<file path="config.mk">
export PLATFORM = sky130hd
export DESIGN_NAME = fp_mul_arbiter_flat
export DESIGN_NICKNAME = d
export VERILOG_FILES = /design/src/rtl/fp_mul_arb_pkg.sv /design/src/rtl/fp_mul_arbiter_if.sv /design/src/rtl/FP_Mul.sv /design/src/rtl/fp_mul_rr_pick.sv /design/src/rtl/fp_mul_arbiter.sv /design/src/flat_wrapper.sv
export SDC_FILE = /design/constraint.sdc
export NUM_CORES = 2
export LEC_CHECK = 0
export ABC_AREA = 1
export ABC_CLOCK_PERIOD_IN_PS = 21700
export BUFFER_PORTS_ARGS = -buffer_cell sky130_fd_sc_hd__buf_4
export CAP_MARGIN = 40
export CELL_PAD_IN_SITES_DETAIL_PLACEMENT = 0
export CELL_PAD_IN_SITES_GLOBAL_PLACEMENT = 1
export CORE_MARGIN = 8
export CORE_UTILIZATION = 29
export CTS_CLUSTER_DIAMETER = 100
export CTS_CLUSTER_SIZE = 25
export DETAILED_ROUTE_END_ITERATION = 12
export HOLD_SLACK_MARGIN = 0.05
export PLACE_DENSITY = 0.6
export SLEW_MARGIN = 30
export SYNTH_ARGS = -nofsm -noshare
export SYNTH_HDL_FRONTEND = slang
export SYNTH_SLANG_ARGS = --single-unit
</file>
<file path="constraint.sdc">
create_clock -name in_clk -period 21.7 [get_ports in_clk]
set_clock_uncertainty 0.2 [all_clocks]
set_input_delay 3.255 -clock in_clk [delete_from_list [all_inputs] [get_ports in_clk]]
set_output_delay 3.255 -clock in_clk [all_outputs]
set_load 0.03 [all_outputs]
</file>
<file path="src/rtl/fp_mul_arb_pkg.sv">
// Shared types and widths for the fp_mul_arbiter slice.
package fp_mul_arb_pkg;

    localparam int unsigned FP_WIDTH   = 32;
    localparam int unsigned OP_COUNT_W = 16;

    typedef enum logic [1:0] {
        IDLE = 2'd0,
        BUSY = 2'd1,
        DONE = 2'd2
    } arb_state_e;

endpackage

</file>
<file path="src/rtl/fp_mul_arbiter_if.sv">
// Request/response bundle between client engines and fp_mul_arbiter.
// out_op_count exists only when FP_MUL_ARB_STATS_EN is defined.
interface fp_mul_arbiter_if #(
    parameter int unsigned NUM_REQ = 4
);
    import fp_mul_arb_pkg::*;

    localparam int unsigned ID_W = $clog2(NUM_REQ);

    logic [NUM_REQ-1:0]          in_req_valid;
    logic [NUM_REQ-1:0]          out_req_ready;
    logic [NUM_REQ*FP_WIDTH-1:0] in_req_numA;
    logic [NUM_REQ*FP_WIDTH-1:0] in_req_numB;
    logic                        out_rsp_valid;
    logic                        in_rsp_ready;
    logic [ID_W-1:0]             out_rsp_id;
    logic [FP_WIDTH-1:0]         out_rsp_result;
`ifdef FP_MUL_ARB_STATS_EN
    logic [OP_COUNT_W-1:0]       out_op_count;
`endif

    modport master (
        output in_req_valid,
        output in_req_numA,
        output in_req_numB,
        output in_rsp_ready,
        input  out_req_ready,
        input  out_rsp_valid,
        input  out_rsp_id,
`ifdef FP_MUL_ARB_STATS_EN
        input  out_op_count,
`endif
        input  out_rsp_result
    );

    modport slave (
        input  in_req_valid,
        input  in_req_numA,
        input  in_req_numB,
        input  in_rsp_ready,
        output out_req_ready,
        output out_rsp_valid,
        output out_rsp_id,
`ifdef FP_MUL_ARB_STATS_EN
        output out_op_count,
`endif
        output out_rsp_result
    );

endinterface

</file>
<file path="src/rtl/FP_Mul.sv">
// Combinational IEEE-754 single-precision multiplier, round-to-nearest-even.
// Denormal inputs/results flush to signed zero; every NaN becomes the canonical quiet NaN.
module FP_Mul
    import fp_mul_arb_pkg::*;
(
    input  logic [FP_WIDTH-1:0] in_numA,
    input  logic [FP_WIDTH-1:0] in_numB,
    output logic [FP_WIDTH-1:0] out_result
);

    logic        sign;
    logic [7:0]  ea, eb;
    logic [22:0] ma, mb;
    logic        a_nan, b_nan, a_inf, b_inf, a_zero, b_zero;
    logic [47:0] prod;
    logic [23:0] sig;
    logic        guard, sticky, rnd;
    logic [24:0] sig_r;
    logic [9:0]  exp_s;

    assign sign   = in_numA[31] ^ in_numB[31];
    assign ea     = in_numA[30:23];
    assign eb     = in_numB[30:23];
    assign ma     = in_numA[22:0];
    assign mb     = in_numB[22:0];
    assign a_nan  = (ea == 8'hFF) && (ma != '0);
    assign b_nan  = (eb == 8'hFF) && (mb != '0);
    assign a_inf  = (ea == 8'hFF) && (ma == '0);
    assign b_inf  = (eb == 8'hFF) && (mb == '0);
    assign a_zero = (ea == 8'h00);
    assign b_zero = (eb == 8'h00);

    always_comb begin
        prod = 48'({1'b1, ma}) * 48'({1'b1, mb});
        if (prod[47]) begin
            sig    = prod[47:24];
            guard  = prod[23];
            sticky = |prod[22:0];
            exp_s  = 10'(ea) + 10'(eb) - 10'd126;
        end else begin
            sig    = prod[46:23];
            guard  = prod[22];
            sticky = |prod[21:0];
            exp_s  = 10'(ea) + 10'(eb) - 10'd127;
        end
        rnd   = guard & (sticky | sig[0]);
        sig_r = {1'b0, sig} + 25'(rnd);
        // rounding carry out leaves an all-zero fraction one exponent higher
        if (sig_r[24]) begin
            exp_s = exp_s + 10'd1;
        end

        if (a_nan || b_nan || (a_inf && b_zero) || (a_zero && b_inf)) begin
            out_result = 32'h7FC0_0000;
        end else if (a_inf || b_inf) begin
            out_result = {sign, 8'hFF, 23'd0};
        end else if (a_zero || b_zero) begin
            out_result = {sign, 31'd0};
        end else if ($signed(exp_s) >= 10'sd255) begin
            out_result = {sign, 8'hFF, 23'd0};
        end else if ($signed(exp_s) <= 10'sd0) begin
            out_result = {sign, 31'd0};
        end else begin
            out_result = {sign, exp_s[7:0], (sig_r[24] ? sig_r[23:1] : sig_r[22:0])};
        end
    end

endmodule

</file>
<file path="src/rtl/fp_mul_rr_pick.sv">
// Round-robin winner search: first valid bit at or above ptr, wrapping at NUM_REQ.
module fp_mul_rr_pick #(
    parameter int unsigned NUM_REQ = 4
) (
    input  logic [NUM_REQ-1:0]         in_valid,
    input  logic [$clog2(NUM_REQ)-1:0] in_ptr,
    output logic [NUM_REQ-1:0]         out_grant,
    output logic [$clog2(NUM_REQ)-1:0] out_idx,
    output logic                       out_any
);

    localparam int unsigned ID_W = $clog2(NUM_REQ);

    logic [ID_W-1:0] cand;

    always_comb begin
        out_grant = '0;
        out_idx   = '0;
        out_any   = 1'b0;
        cand      = '0;
        for (int unsigned k = 0; k < NUM_REQ; k++) begin
            cand = ID_W'((32'(in_ptr) + k) % NUM_REQ);
            if (!out_any && in_valid[cand]) begin
                out_any         = 1'b1;
                out_grant[cand] = 1'b1;
                out_idx         = cand;
            end
        end
    end

endmodule

</file>
<file path="src/rtl/fp_mul_arbiter.sv">
// Shares one FP_Mul between NUM_REQ requesters: grant, settle one cycle, return tagged product.
// Optional completed-operation counter enabled by FP_MUL_ARB_STATS_EN.
module fp_mul_arbiter
    import fp_mul_arb_pkg::*;
#(
    parameter int unsigned NUM_REQ = 4
) (
    input  logic             in_clk,
    input  logic             in_rst_n,
    fp_mul_arbiter_if.slave  bus
);

    localparam int unsigned ID_W = $clog2(NUM_REQ);

    arb_state_e          state_q, state_d;
    logic [ID_W-1:0]     rr_ptr, win_idx, id_q;
    logic [NUM_REQ-1:0]  win_grant, req_ready;
    logic                any_valid, load_op, cap_res, rsp_valid;
    logic [FP_WIDTH-1:0] op_a, op_b, mul_res, res_q;

    fp_mul_rr_pick #(.NUM_REQ(NUM_REQ)) u_pick (
        .in_valid  (bus.in_req_valid),
        .in_ptr    (rr_ptr),
        .out_grant (win_grant),
        .out_idx   (win_idx),
        .out_any   (any_valid)
    );

    FP_Mul u_mul (
        .in_numA    (op_a),
        .in_numB    (op_b),
        .out_result (mul_res)
    );

    always_comb begin
        state_d   = state_q;
        req_ready = '0;
        rsp_valid = 1'b0;
        load_op   = 1'b0;
        cap_res   = 1'b0;
        unique case (state_q)
            IDLE: begin
                if (any_valid) begin
                    req_ready = win_grant;
                    load_op   = 1'b1;
                    state_d   = BUSY;
                end
            end
            BUSY: begin
                cap_res = 1'b1;
                state_d = DONE;
            end
            DONE: begin
                rsp_valid = 1'b1;
                if (bus.in_rsp_ready) begin
                    state_d = IDLE;
                end
            end
            default: state_d = IDLE;
        endcase
    end

    always_ff @(posedge in_clk or negedge in_rst_n) begin
        if (!in_rst_n) begin
            state_q <= IDLE;
            rr_ptr  <= '0;
            id_q    <= '0;
            op_a    <= '0;
            op_b    <= '0;
            res_q   <= '0;
        end else begin
            state_q <= state_d;
            if (load_op) begin
                op_a   <= bus.in_req_numA[win_idx*FP_WIDTH +: FP_WIDTH];
                op_b   <= bus.in_req_numB[win_idx*FP_WIDTH +: FP_WIDTH];
                id_q   <= win_idx;
                rr_ptr <= (win_idx == ID_W'(NUM_REQ - 1)) ? '0 : win_idx + 1'b1;
            end
            if (cap_res) begin
                res_q <= mul_res;
            end
        end
    end

    assign bus.out_req_ready  = req_ready;
    assign bus.out_rsp_valid  = rsp_valid;
    assign bus.out_rsp_id     = id_q;
    assign bus.out_rsp_result = res_q;

`ifdef FP_MUL_ARB_STATS_EN
    logic [OP_COUNT_W-1:0] op_count;

    always_ff @(posedge in_clk or negedge in_rst_n) begin
        if (!in_rst_n) begin
            op_count <= '0;
        end else if (rsp_valid && bus.in_rsp_ready) begin
            op_count <= op_count + 1'b1;
        end
    end

    assign bus.out_op_count = op_count;
`endif

endmodule

</file>
<file path="src/flat_wrapper.sv">
// flat-port wrapper written by rule: the top's interface ports become plain ports
module fp_mul_arbiter_flat import fp_mul_arb_pkg::*;
#(
    parameter int unsigned NUM_REQ = 4
)
  (in_clk, in_rst_n, bus_in_req_valid, bus_in_req_numA, bus_in_req_numB, bus_in_rsp_ready, bus_out_req_ready, bus_out_rsp_valid, bus_out_rsp_id, bus_out_rsp_result);
  fp_mul_arbiter_if #(.NUM_REQ(NUM_REQ)) bus_i ();
  input  logic in_clk;
  input  logic in_rst_n;
  input wire logic [$bits(bus_i.in_req_valid)-1:0] bus_in_req_valid;
  input wire logic [$bits(bus_i.in_req_numA)-1:0] bus_in_req_numA;
  input wire logic [$bits(bus_i.in_req_numB)-1:0] bus_in_req_numB;
  input wire logic [$bits(bus_i.in_rsp_ready)-1:0] bus_in_rsp_ready;
  output wire logic [$bits(bus_i.out_req_ready)-1:0] bus_out_req_ready;
  output wire logic [$bits(bus_i.out_rsp_valid)-1:0] bus_out_rsp_valid;
  output wire logic [$bits(bus_i.out_rsp_id)-1:0] bus_out_rsp_id;
  output wire logic [$bits(bus_i.out_rsp_result)-1:0] bus_out_rsp_result;
  assign bus_i.in_req_valid = bus_in_req_valid;
  assign bus_i.in_req_numA = bus_in_req_numA;
  assign bus_i.in_req_numB = bus_in_req_numB;
  assign bus_i.in_rsp_ready = bus_in_rsp_ready;
  assign bus_out_req_ready = bus_i.out_req_ready;
  assign bus_out_rsp_valid = bus_i.out_rsp_valid;
  assign bus_out_rsp_id = bus_i.out_rsp_id;
  assign bus_out_rsp_result = bus_i.out_rsp_result;
  fp_mul_arbiter #(.NUM_REQ(NUM_REQ)) u_core (.in_clk(in_clk), .in_rst_n(in_rst_n), .bus(bus_i));
endmodule
</file>
# == Yosys cells after proc, flatten, opt, wreduce, memory -nomap -nowiden ==
# Index checks and enable logic that the tools add are counted.
# op_classes
add_sub_neg,9
eq_ne,7
magnitude_cmp,10
reduce_logical,31
mul,1
shift,2
n_mux,49
n_bitwise,6
# ops
cell,count
$shiftx A128 B8 Y32,2
$mux W31,4
$mul A24 B24 Y48,1
$logic_not A23 Y1,2
$reduce_bool A23 Y1,2
$mux W32,1
$add A24 B1 Y25,1
$mux W24,1
$mux W4,6
$mux W23,1
$reduce_or A23 Y1,1
$reduce_or A22 Y1,1
$mux W10,2
$mux W1,18
$eq A8 B8 Y1 const B,2
$logic_not A8 Y1,2
$mux W2,7
$logic_and A1 B1 Y1,13
$lt A2 B3 Y1 const B,4
$or A4 B4 Y4,3
$add A10 B1 Y10 const B,1
$ge A10 B9 Y1 const B,1
$le A10 B1 Y1 const B,1
$sub A10 B7 Y10 const B,1
other kinds (19),37
# totals
word_cells,121
input_bits,263
out_inout_bits,39
regBits,102

# == Longest topological paths before layout ==
# depth
depth_word,14
depth_mapped,51
mapped_depth_nobuf,46

# == By module ==
# Synthesis repeated with hierarchy kept, for this count alone.
# unflattened
cells_unflattened,4754
hier_area_um2,31483.9
# modules_own_cells
module,seq_area_each_um2,area_each_um2,cells_each,n_inst
FP_Mul,0.0,24161.9,3598,1
fp_mul_arbiter,2552.4,6881.6,1082,1
fp_mul_rr_pick,0.0,440.4,74,1

# == Least setup slack after synthesis ==
# OpenSTA, ideal clock, no wires.
# synth_path
kind,in2out
from,in bus_in_req_valid[1]
to,out bus_out_req_ready[0]
required_time_ps,18245
path_buffers,2
slack_ps,13386
cell_stages,12
arrival_time_ps,4859
cell_sequence,inv_1 o21ai_0 inv_1 nor2_1 inv_1 nand4_1 nand2_1 nand2_1 clkbuf_1 clkbuf_1 nand2_1 inv_1
# synth_between
elab_chain_len,14
elab_cells_between_ends,27
cone_classes,mux (18); bitwise (3); reduce/logical (6)
# synth_lines
item,line,rtl
start: declaration,flat_wrapper.sv:10,input wire logic [$bits(bus_i.in_req_valid)-1:0] bus_in_req_valid;
$bmux W1 S2,fp_mul_rr_pick.sv:23,if (!out_any && in_valid[cand]) begin
$mux W1 (implied by the code),fp_mul_rr_pick.sv:23,
$mux W1,fp_mul_rr_pick.sv:23,
$logic_not A1 Y1,fp_mul_rr_pick.sv:23,
$logic_and A1 B1 Y1,fp_mul_rr_pick.sv:23,
$mux W1,fp_mul_rr_pick.sv:23,
$logic_not A1 Y1,fp_mul_rr_pick.sv:23,
$logic_and A1 B1 Y1,fp_mul_rr_pick.sv:23,
$mux W1,fp_mul_rr_pick.sv:23,
$logic_not A1 Y1,fp_mul_rr_pick.sv:23,
$logic_and A1 B1 Y1,fp_mul_rr_pick.sv:23,
$mux W4 or $mux W1 (tied branches),fp_mul_rr_pick.sv:23,
$mux W4 *,fp_mul_arbiter.sv:43,if (any_valid) begin
$mux W4 *,fp_mul_arbiter.sv:41,unique case (state_q)
end: declaration,flat_wrapper.sv:14,output wire logic [$bits(bus_i.out_req_ready)-1:0] bus_out_req_ready;
# Mark *: on every way between the ends. The rest lies on a longest branch, timed or not. The select of a mux whose other input is x is not followed.

# == Final worst setup path ==
# layout_path
from,reg u_core.op_b[4]
to,"reg u_core.res_q[7], in the netlist u_core.bus.out_rsp_result[7]"
# layout_between
elab_chain_len,13
elab_cells_between_ends,29
cone_classes,add/sub (2); mul (1); order compare (2); mux (11); bitwise (2); reduce/logical (11)
# layout_lines
item,line,rtl
start: declaration,fp_mul_arbiter.sv:19,"logic [FP_WIDTH-1:0] op_a, op_b, mul_res, res_q;"
start signal: assignment,fp_mul_arbiter.sv:75,op_b <= bus.in_req_numB[win_idx*FP_WIDTH +: FP_WIDTH];
$mul A24 B24 Y48,FP_Mul.sv:34,"prod = 48'({1'b1, ma}) * 48'({1'b1, mb});"
$reduce_or A23 Y1 or $reduce_or A22 Y1 (tied branches),"FP_Mul.sv:38, FP_Mul.sv:43",
$mux W1,FP_Mul.sv:35,if (prod[47]) begin
$or A1 B1 Y1,FP_Mul.sv:46,rnd = guard & (sticky | sig[0]);
$and A1 B1 Y1,FP_Mul.sv:46,
$add A24 B1 Y25,FP_Mul.sv:47,"sig_r = {1'b0, sig} + 25'(rnd);"
$mux W10,FP_Mul.sv:49,if (sig_r[24]) begin
$le A10 B1 Y1,FP_Mul.sv:61,end else if ($signed(exp_s) <= 10'sd0) begin
$mux W31,FP_Mul.sv:61,
$mux W31,FP_Mul.sv:59,end else if ($signed(exp_s) >= 10'sd255) begin
$mux W31,FP_Mul.sv:57,end else if (a_zero || b_zero) begin
$mux W31,FP_Mul.sv:55,end else if (a_inf || b_inf) begin
$mux W32 *,FP_Mul.sv:53,if (a_nan || b_nan || (a_inf && b_zero) || (a_zero && b_inf)) begin
end signal: assignment,fp_mul_arbiter.sv:80,res_q <= mul_res;
end: declaration,fp_mul_arbiter.sv:19,
# Mark *: on every way between the ends. The rest lies on a longest branch, timed or not.
# A chain may end at the register's enable or synchronous reset.

==> out/qor.yml <==
placement:
  post_dp_cell_area_um2: 33700
  portBuffers: 301
  gp_congestion: 0.865
  dp_hpwl_mm: 86.3
setup_path:
  path_class: "reg2reg"
  critPathArrivalTime_ps: 9950
  cpMostUsedCell: "nand2_1"
  cp-start-kind: "flip-flop"
  crit_slowest_cell: "fa_1"
  cpPeakStageDelay_ps: 550
  crit_fanout: 29
  end_kind: "flip-flop"
  required_ps: 21810
timing:
  worst_slew_pin_slew_ps: 822
  finalCriticalPeriod_ps: 9840
  fin_crit_sh_pct: 45.4
  whs_ps: 287
  maxSlewHeadroom_pct: 45.2
  finalSetupViolations: 0
  rsz0062_at_grt: "false"
  maxSlewViolCount: 0
  hold_viol: 0
  fmax_mhz: 102
  setup-tns-final_ps: 0
layout:
  fill_cells: 11400
  nNetsFinal: 5577
  regArea_um2: 2560
  final_area_um2: 34100
  drive_gt1_share_pct: 10.4
  antenna_cells: 0
  multi_input_area_um2: 22500
  fin_util_pct: 33.0
  syn_to_final_growth_pct: 13.2
detailed_routing:
  drtAntennaViolNets: 0
  via_per_inst: 4.47
  drc: 0
  drtPass1Iterations: 7
  drt-initial-drc-count: 1263
  drt-total-wl_mm: 103
  wl_per_cell_um: 17.1
  vias: 26900
yosys:
  yosys_most_used_dff: "dfrtp_1"
  yosysWarnings: 0
  synth.net_count: 5397
  seq_area_frac_synth_pct: 8.48
  synth_edf_count: 0
  synth_cells: 4458
  syn_area_per_cell_um2: 6.75
  syn_area_um2: 30100
  synth-seq-cells: 102
  yosysUniqueCellTypes: 52
  async_reset_ff_share_pct: 100
clocking:
  clock_path_buffers: 2
  numCtsBuffers: 9
  cts_root_buffer: "clkbuf_16"
  tritoncts: "yes"
  post_cts_buffers: 0
  clkTransAtPathRegs_ps: 80
  clock-sinks: 102
  hold_buffers: 0
  ctsResizeCount: 0
  cts.htree.levels: 3
  insertion_delay_ps: 390
global_routing:
  grt_usage_pct: 18.2
  overflow: 0
  grt_pass1_vias: 29200
  grt_max_degree: 78
  antenna_found_initial: 0
  grt_first_pass_wirelength_mm: 168
floorplan:
  die_h_um: 338
  die-width_um: 338
  die_area_um2: 114000
  fp-row-count: 118
  core_um2: 103000
  io_pins: 302
  initial_core_util_pct: 29.2
flow_run:
  cap_violations: 0
min_path:
  min-delay-path-class: "reg2reg"
outcome:
  outcome: "completed"
==> final timing paths <==
check	startpoint	to	slack (ps)	cells after the start
min in group asynchronous	in_rst_n	u_core.bus.out_rsp_result[6]$_DFFE_PN0N_	2520	1
max in group asynchronous	in_rst_n	u_core.op_a[3]$_DFFE_PN0P_	17460	3
worst max register to register	u_core.op_b[4]$_DFFE_PN0P_	u_core.bus.out_rsp_result[7]$_DFFE_PN0N_	11860	43
worst min register to register	u_core.bus.out_rsp_result[20]$_DFFE_PN0N_	u_core.bus.out_rsp_result[20]$_DFFE_PN0N_	290	2
worst max-delay path	u_core.op_b[4]$_DFFE_PN0P_	u_core.bus.out_rsp_result[7]$_DFFE_PN0N_	11860	43
worst min-delay path	u_core.bus.out_rsp_result[20]$_DFFE_PN0N_	u_core.bus.out_rsp_result[20]$_DFFE_PN0N_	290	2
==> cells by family (layout without fill, tap and decap cells) <==
family | count (synthesis) | after routing | synth area share [%]
xor+xnor | 49 | 49 | 1.43
flops | 102 | 102 | 8.48
simple gates | 2058 | 2058 | 28.2
compound gates | 252 | 252 | 4.88
fa+ha+maj | 676 | 676 | 40.1
buf+inv | 1321 | 1506 | 16.8
==> per-stage QoR <==
step | setup slack [ps] | cells
floorplan | 13390 | 4458
global placement | 11570 | 6002
finish | 11860 | 6023
CTS | 11620 | 6019
detailed placement | 11650 | 6003
global route | 11090 | 6023
==> critical path, delay by kind of cell (launching register included) <==
kind                       cells  cell delay, ps
AOI/OAI and AO/OA              3             640
DFF                            1             430
buffers and inverters          9            1000
and+or+nand+nor               22            3350
adders and majority gates      9            4100
==> layout make-up <==
type / instances / area share (%)
well taps: 1380 / 5.07
inverters: 1135 / 12.5
multi-input cells: 3035 / 66.1
clock inverters: 6 / 0.162
repair buffers: 355 / 8.00
clock buffers: 10 / 0.672
flip-flops and latches: 102 / 7.51
==> cells in the mapped netlist, types with 35 or more instances <==
cell      number  area share [%]
nor2_1       153             1.9
clkbuf_1     162             2.0
a21oi_1      107             1.8
o21ai_0       69             1.1
fa_1         483              32
nand2_1     1540              19
xor2_1        37             1.1
nand4_1       49             1.0
inv_1       1120              14
dfrtp_1      102             8.5
nand2_2       35            0.73
ha_1         193             8.0
nand3_1      209             3.5
==> cell usage in the layout, fill, tap and decap left out, drive strengths merged, types with 3 or more instances in the layout <==
cell | netlist | routed
nand2 | 1579 | 1579
nand3b | 5 | 5
o31ai | 29 | 29
fa | 483 | 483
xnor2 | 12 | 12
buf | 24 | 355
clkinv | 4 | 7
nor2 | 180 | 180
nand3 | 214 | 214
dfrtp | 102 | 102
xor2 | 37 | 37
nor3 | 10 | 10
o21a | 5 | 5
nor4 | 15 | 15
nand4 | 51 | 51
ha | 193 | 193
a221oi | 4 | 4
clkbuf | 162 | 10
a21oi | 109 | 109
inv | 1131 | 1133
or2 | 3 | 3
o21bai | 6 | 6
o21ai | 89 | 89
==> state kept, by name, indices dropped and copies added (netlist names), named ones only <==
| signal | flops |
|---|---|
| u_core.bus.out_rsp_result | 32 |
| u_core.op_a | 32 |
| u_core.state_q | 2 |
| u_core.rr_ptr | 1 |
| u_core.op_b | 32 |
| u_core.bus.out_rsp_id | 2 |
==> metal layers <==
layer	track usage (%)	vias up	part of all wire (%)
met3	2.10	50	3.9
met2	32.8	525	50
met4	3.13	0	1.4
li1	-	13300	-
met1	23.4	13100	45
met5	0	-	0
Power is not shown: default switching activity piles up to over one toggle a cycle in this logic, so the estimate is an artifact.
